## src/rtl/risc16_pkg.sv

```systemverilog
// Shared RISC16 definitions: sequencer state encoding, opcode constants and
// PC source selects.
package risc16_pkg;

  typedef enum logic [2:0] {
    ST_IDLE   = 3'd0,
    ST_FETCH  = 3'd1,
    ST_DECODE = 3'd2,
    ST_EXEC   = 3'd3,
    ST_MEM    = 3'd4
  } state_t;

  localparam logic [2:0] OP_ADD  = 3'b000;
  localparam logic [2:0] OP_ADDI = 3'b001;
  localparam logic [2:0] OP_NAND = 3'b010;
  localparam logic [2:0] OP_LUI  = 3'b011;
  localparam logic [2:0] OP_SW   = 3'b100;
  localparam logic [2:0] OP_LW   = 3'b101;
  localparam logic [2:0] OP_BEQ  = 3'b110;
  localparam logic [2:0] OP_JALR = 3'b111;

  localparam logic [1:0] PC_SEL_INC = 2'b00;
  localparam logic [1:0] PC_SEL_BR  = 2'b01;
  localparam logic [1:0] PC_SEL_REG = 2'b10;

endpackage

```

## src/rtl/cpu_seq_perf.sv

```systemverilog
// Performance counters for the sequencer: busy cycles and retired
// instructions, both free-running and wrapping at 2^32.
module cpu_seq_perf (
  input  logic        clk,
  input  logic        rst,
  input  logic        busy_i,
  input  logic        retire_i,
  output logic [31:0] cycle_cnt_o,
  output logic [31:0] instret_o
);

  logic [31:0] cycle_cnt_q, cycle_cnt_d;
  logic [31:0] instret_q, instret_d;

  always_comb begin
    cycle_cnt_d = cycle_cnt_q + {31'd0, busy_i};
    instret_d   = instret_q + {31'd0, retire_i};
  end

  always_ff @(posedge clk) begin
    if (rst) begin
      cycle_cnt_q <= '0;
      instret_q   <= '0;
    end else begin
      cycle_cnt_q <= cycle_cnt_d;
      instret_q   <= instret_d;
    end
  end

  assign cycle_cnt_o = cycle_cnt_q;
  assign instret_o   = instret_q;

endmodule

```

## src/rtl/cpu_sequencer.sv

```systemverilog
// Multi-cycle RISC16 control sequencer (IDLE/FETCH/DECODE/EXEC/MEM).
// Define CPU_SEQ_PERF_EN to add the cycle_cnt/instret counter outputs.
module cpu_sequencer
  import risc16_pkg::*;
#(
  parameter int OPW = 3
) (
  input  logic           clk,
  input  logic           rst,
  input  logic           run,
  input  logic [OPW-1:0] opcode,
  input  logic           beq_eq,
  input  logic           mem_ack,
  output logic           mem_req,
  output logic           mem_we,
  output logic           mem_addr_sel,
  output logic           ir_load,
  output logic           gpr_we,
  output logic           pc_en,
  output logic [1:0]     pc_sel,
`ifdef CPU_SEQ_PERF_EN
  output logic [31:0]    cycle_cnt,
  output logic [31:0]    instret,
`endif
  output logic           busy
);

  state_t     state_q, state_d;
  logic       retire;
  logic [2:0] op;

  assign op = opcode[2:0];

  always_comb begin
    state_d      = state_q;
    mem_req      = 1'b0;
    mem_we       = 1'b0;
    mem_addr_sel = 1'b0;
    ir_load      = 1'b0;
    gpr_we       = 1'b0;
    pc_en        = 1'b0;
    pc_sel       = PC_SEL_INC;
    retire       = 1'b0;
    busy         = (state_q != ST_IDLE);

    unique case (state_q)
      ST_IDLE: begin
        if (run) state_d = ST_FETCH;
      end
      ST_FETCH: begin
        mem_req = 1'b1;
        if (mem_ack) begin
          ir_load = 1'b1;
          state_d = ST_DECODE;
        end
      end
      ST_DECODE: state_d = ST_EXEC;
      ST_EXEC: begin
        unique case (op)
          OP_ADD, OP_ADDI, OP_NAND, OP_LUI: begin
            gpr_we = 1'b1;
            pc_en  = 1'b1;
            retire = 1'b1;
          end
          OP_BEQ: begin
            pc_en  = 1'b1;
            pc_sel = beq_eq ? PC_SEL_BR : PC_SEL_INC;
            retire = 1'b1;
          end
          OP_JALR: begin
            gpr_we = 1'b1;
            pc_en  = 1'b1;
            pc_sel = PC_SEL_REG;
            retire = 1'b1;
          end
          default: state_d = ST_MEM;
        endcase
      end
      ST_MEM: begin
        mem_req      = 1'b1;
        mem_addr_sel = 1'b1;
        mem_we       = (op == OP_SW);
        if (mem_ack) begin
          pc_en  = 1'b1;
          gpr_we = (op == OP_LW);
          retire = 1'b1;
        end
      end
      default: state_d = ST_IDLE;
    endcase

    // run is only honoured at an instruction boundary, never mid-instruction
    if (retire) state_d = run ? ST_FETCH : ST_IDLE;
  end

  always_ff @(posedge clk) begin
    if (rst) state_q <= ST_IDLE;
    else     state_q <= state_d;
  end

`ifdef CPU_SEQ_PERF_EN
  cpu_seq_perf u_perf (
    .clk         (clk),
    .rst         (rst),
    .busy_i      (busy),
    .retire_i    (retire),
    .cycle_cnt_o (cycle_cnt),
    .instret_o   (instret)
  );
`endif

endmodule

```

## config.mk

```make
export PLATFORM = sky130hd
export DESIGN_NAME = cpu_sequencer
export DESIGN_NICKNAME = d
export VERILOG_FILES = /design/src/rtl/risc16_pkg.sv /design/src/rtl/cpu_seq_perf.sv /design/src/rtl/cpu_sequencer.sv
export SDC_FILE = /design/constraint.sdc
export NUM_CORES = 1
export LEC_CHECK = 0
export BUFFER_PORTS_ARGS = -buffer_cell sky130_fd_sc_hd__clkbuf_2
export CORE_AREA = 5 5 42 44
export DETAILED_ROUTE_END_ITERATION = 6
export DIE_AREA = 0 0 47 49
export PLACE_DENSITY_LB_ADDON = 0.15
export SLEW_MARGIN = 20
export SYNTH_ARGS = -nofsm -noshare
export SYNTH_HDL_FRONTEND = slang
export SYNTH_SLANG_ARGS = --single-unit
```

## constraint.sdc

```tcl
create_clock -name clk -period 2 [get_ports clk]
set_clock_uncertainty 0.15 [all_clocks]
set_input_delay 0.1 -clock clk [delete_from_list [all_inputs] [get_ports clk]]
set_output_delay 0.1 -clock clk [all_outputs]
set_load 0.005 [all_outputs]
```

# Word-level counts from Yosys, hierarchy flattened
# Cells that the tools add are included.
dict set report op_classes {
  div_mod_pow 0
  shift 0
  muxes 19
  n_mul 0
  reduce_logical 7
  magnitude_cmp 0
  n_bitwise 0
  n_eq_ne 15
  n_addsub 0
}
# op count
set op_table {}
lappend op_table {{3-bit == test, second input constant} 5}
lappend op_table {{3-bit one-hot mux with 5 select lines} 1}
lappend op_table {{3-bit by 2-bit == test with 1-bit output, second input constant} 4}
lappend op_table {{3-bit 2-to-1 mux} 4}
lappend op_table {{1-bit 2-to-1 mux} 10}
lappend op_table {{3-bit != test, second input constant} 3}
lappend op_table {{3-bit by 1-bit == test with 1-bit output, second input constant} 2}
lappend op_table {{3-bit zero test} 2}
lappend op_table {{6-bit OR reduction} 1}
lappend op_table {{5-bit OR reduction} 1}
lappend op_table {{1-bit one-hot mux with 2 select lines} 2}
lappend op_table {{2-bit one-hot mux with 2 select lines} 1}
lappend op_table {{4-bit AND reduction} 1}
lappend op_table {{3-bit nonzero test} 1}
lappend op_table {{2-bit 2-to-1 mux} 1}
lappend op_table {{2-bit != test, second input constant} 1}
lappend op_table {{2-bit OR reduction} 1}
dict set report totals {
  latchBits 0
  reg_bits 3
  ram_bits 0
  n_memories 0
  rom_bits 0
  output_inout_bits 9
  input_bits 8
  word_cells 42
}

# Longest topological paths before layout
dict set report logic_depth {
  word_depth 6
  mapped_depth 3
  depth_no_buf 3
}

# Worst setup path before layout
# Ideal clock, no wire load.
dict set report synth_timing {
  path_kind {register -> output}
  start {reg state_q[2]}
  end {out gpr_we}
  t_required_ns 1.750
  arrival_ns 1.046
  stages_incl_launch_ff 4
  path_buffers 0
  slack_ns 0.704
  path_cell_list {dfxtp_1 > or3b_1 > nor2_1 > a31o_1}
}
dict set report synth_via {
  elab_chain_cells 2
  word_cells_on_any_way 3
  classes_between {eq/ne (2); mux (1)}
}
# item line_no
set synth_lines {}
lappend synth_lines {{from (decl)} cpu_sequencer.sv:28} ;# state_t state_q, state_d;
lappend synth_lines {{from (signal assigned)} cpu_sequencer.sv:98} ;# else state_q <= state_d;
lappend synth_lines {{3-bit == test or 3-bit by 2-bit == test with 1-bit output (tied branches)} cpu_sequencer.sv:46} ;# unique case (state_q)
lappend synth_lines {{1-bit one-hot mux with 2 select lines *} cpu_sequencer.sv:46}
lappend synth_lines {{to (decl)} cpu_sequencer.sv:18} ;# output logic gpr_we,
# Every way passes the cells marked *; elsewhere a longest branch is shown, timed or not.

# Worst setup path in the final report
# Same ends and word-level chain as after synthesis.

==> insert_results.sql <==
INSERT INTO impl_metrics (metric_group, metric, value, unit) VALUES
('grt', 'grt_overflow', '0', ''),
('worst_setup_path', 'ff2ff_path_depth', '3', ''),
('layout', 'area_delta_synth_final', '52.15', '%'),
('route', 'met3_wirelength', '69', 'um'),
('placed_design', 'dp_hpwl', '672', 'um'),
('power_and_ir_drop', 'power.clock.fraction', '45.7', '%'),
('worst_setup_path', 'worst_ep_required_time', '1.75', 'ns'),
('floorplan', 'fp.dieH', '49', 'um'),
('sta', 'max_slew.worst_pin.slew', '0.2520', 'ns'),
('synth', 'synth.lib_cells_used.distinct', '22', ''),
('clocking', 'cts.htree.levels', '1', ''),
('layout', 'layout.filler_cells', '163', ''),
('clocking', 'cts.sink_count', '3', ''),
('route', 'route.detailed.vias_per_inst', '4.634', ''),
('synth', 'synthDominantAreaCellType', 'dfxtp_1', ''),
('sta', 'relSlewSlack', '83.18', '%'),
('grt', 'antenna_found_initial', '0', ''),
('synth', 'main_combinational_cell_family_by_area_after_synthesis', 'simple AND/OR/NAND/NOR gates', ''),
('floorplan', 'cell_row_count', '14', ''),
('synth', 'yosys.area_share.xor_xnor', '0', '%'),
('synth', 'instance_count_of_the_mapped_netlist', '34', ''),
('worst_setup_path', 'critical_setup_path_class', 'reg2out', ''),
('power_and_ir_drop', 'p_seq_share', '31.7', '%'),
('layout', 'layout.cells.most_common', 'clkbuf_2', ''),
('synth', 'yosys.area_share.simple', '48.80', '%'),
('sta', 'timing.setup.tns', '0', 'ns'),
('power_and_ir_drop', 'vdd.ir_drop.worst', '0.2364', 'mV'),
('grt', 'vias_in_the_first_global_route', '308', ''),
('synth', 'synth_warnings', '0', ''),
('floorplan', 'core_region_area', '1401', 'sq um'),
('route', 'dr.max_layer_used', 'met3', ''),
('power_and_ir_drop', 'leakagePower', '0.1917', 'nW'),
('worst_setup_path', 'worstPathCellList', 'or3b_1 -> nor2_1 -> a31o_1 -> clkbuf_2', ''),
('worst_hold_path', 'holdCritPathClass', 'in2reg', ''),
('synth', 'synthesis.area_per_instance', '7.691', 'sq um'),
('sta', 'finalSetupViolations', '0', ''),
('synth', 'muxShareOfSynthArea', '4.306', '%'),
('clocking', 'cts_tree', 'done', ''),
('worst_setup_path', 'critPathSlowestCell', 'or3b_1', ''),
('power_and_ir_drop', 'netSwitchingPower', '60.78', 'uW'),
('layout', 'register_with_the_most_flip_flops', 'state_q', ''),
('synth', 'synth-compound-area-share', '19.62', '%'),
('worst_setup_path', 'cp-endpoint', 'gpr_we', ''),
('layout', 'utilization', '28.39', '%'),
('synth', 'yosysTopAreaCellShare', '22.97', '%'),
('floorplan', 'die_width', '47', 'um'),
('route', 'drt_pre_antenna_iters', '2', ''),
('power_and_ir_drop', 'netSwitchingFraction', '26.57', '%'),
('floorplan', 'total_die_area', '2303', 'sq um'),
('sta', 'timing.final.crit_share', '84.68', '%'),
('sta', 'rsz0062_at_grt', 'false', ''),
('flow_run', 'cap_violations', '0', ''),
('power_and_ir_drop', 'p_per_area', '574.9', 'nW/um^2'),
('outcome', 'run_status', 'complete, no violations', ''),
('layout', 'layout-drive-gt1-share', '36.36', '%'),
('grt', 'gr-usage-all-layers', '7.736', '%'),
('placed_design', 'place.gp.congestion', '0.6746', ''),
('route', 'first_iter_violations', '9', ''),
('sta', 'fmax', '0.5905', 'GHz'),
('floorplan', 'boundaryPins', '17', ''),
('clocking', 'clkLatencyLatePin', '0.23', 'ns'),
('layout', 'reg.largest.list', 'state_q x3', ''),
('sta', 'fin_crit', '1.694', 'ns'),
('layout', 'num_antenna_cells', '0', ''),
('grt', 'maximum_number_of_pins_on_one_net_before_global_route_repair', '10', ''),
('synth', 'netlist_top_cells_area', 'dfxtp_1 23%, nand2b_1 7.2%, or3b_1 6.7%', ''),
('route', 'routed_wirelength', '782', 'um'),
('worst_setup_path', 'critical_path_fanouts_max', '8', ''),
('worst_setup_path', 'critical_path.reg2reg.endpoint', 'state_q[0]', ''),
('synth', 'yosys.area_share.adder', '0', '%'),
('layout', 'layout.nets', '64', '');
area by class of cell:
type / count / area, sq um / area share (%)
clock buffers: 4 / 26.28 / 6.604
repair buffers: 17 / 90.09 / 22.64
inverters: 3 / 11.26 / 2.830
multi-input cells: 28 / 190.2 / 47.80
well taps: 16 / 20.02 / 5.031
flip-flops and latches: 3 / 60.06 / 15.09
metal layers:
metal  vias to the layer above  global-route usage, %
met5                         -                      0
met2                        12                  11.09
met1                       148                  9.409
met4                         0                  5.530
met3                         0                  2.214
li1                        169                      -
metrics by stage:
| step | power (mW) | hold WS, ns | area [sq um] | setup WS, ns | cells |
|---|---|---|---|---|---|
| global placement | 0.1253 | 0.2011 | 361.6 | 0.5596 | 66 |
| detailed placement | 0.1241 | 0.1990 | 361.6 | 0.5496 | 66 |
| finish | 0.2288 | 0.05009 | 397.9 | 0.3065 | 71 |
| global route | 0.2500 | 0.08173 | 397.9 | 0.1771 | 71 |
| CTS | 0.2357 | 0.04506 | 397.9 | 0.2964 | 71 |
| floorplan | 0.09853 | 0.02276 | 261.5 | 0.7039 | 34 |
Yosys cell counts, drive strengths merged:
cell and instances:
and3b 1, or3 1, nand2b 3, nand2 1
or2b 1, a211o 1, o2bb2ai 1, or3b 2
nand3b 1, mux2 1, dfxtp 3, a31o 1
nand4b 1, nor3b 1, or4b 1, a211oi 1
inv 3, nor2 3, nor3 2, o21bai 1
nand3 2, a21oi 2
power by group through the flow:
stage | Combinational (mW) | Sequential [mW] | Clock [mW]
5_1_grt | 0.0577 | 0.0735 | 0.119
3_3_place_gp | 0.0516 | 0.0736 | 0
4_1_cts | 0.0527 | 0.0724 | 0.111
3_5_place_dp | 0.0508 | 0.0732 | 0
2_1_floorplan | 0.0275 | 0.0710 | 0
6_report | 0.0516 | 0.0726 | 0.105
logic make-up (layout without fill, tap and decap cells):
kind of cell,Yosys count,in the layout
multiplexers,1,1
AO/OA/AOI/OAI,7,7
AND/OR/NAND/NOR,20,20
buffers and inverters,3,24
flip-flops,3,3
repair_timing:
action | CTS | global route
setup buffers | 0 | 0
hold buffers | 1 | 0
endpoints found under the hold margin | 2 | 0
gates resized for setup | 0 | 0
worst max-delay path, delay by kind of cell (launching register included):
kind                   cells  cell delay (ns)
DFF                        1             0.41
AOI/OAI and AO/OA          1             0.15
and+or+nand+nor            2             0.55
buffers and inverters      1             0.11
worst min-delay path by stage:
| stage | from | to | slack (ns) | cells after the start |
|---|---|---|---|---|
| finish | run | state_q[0] | 0.05 | 3 |
| floorplan | rst | state_q[2] | 0.02 | 1 |
| global route | run | state_q[0] | 0.08 | 3 |
| CTS | run | state_q[0] | 0.05 | 3 |
| global placement | rst | state_q[1] | 0.20 | 2 |
| detailed placement | rst | state_q[1] | 0.20 | 2 |
(Power assumes the default switching activity.)
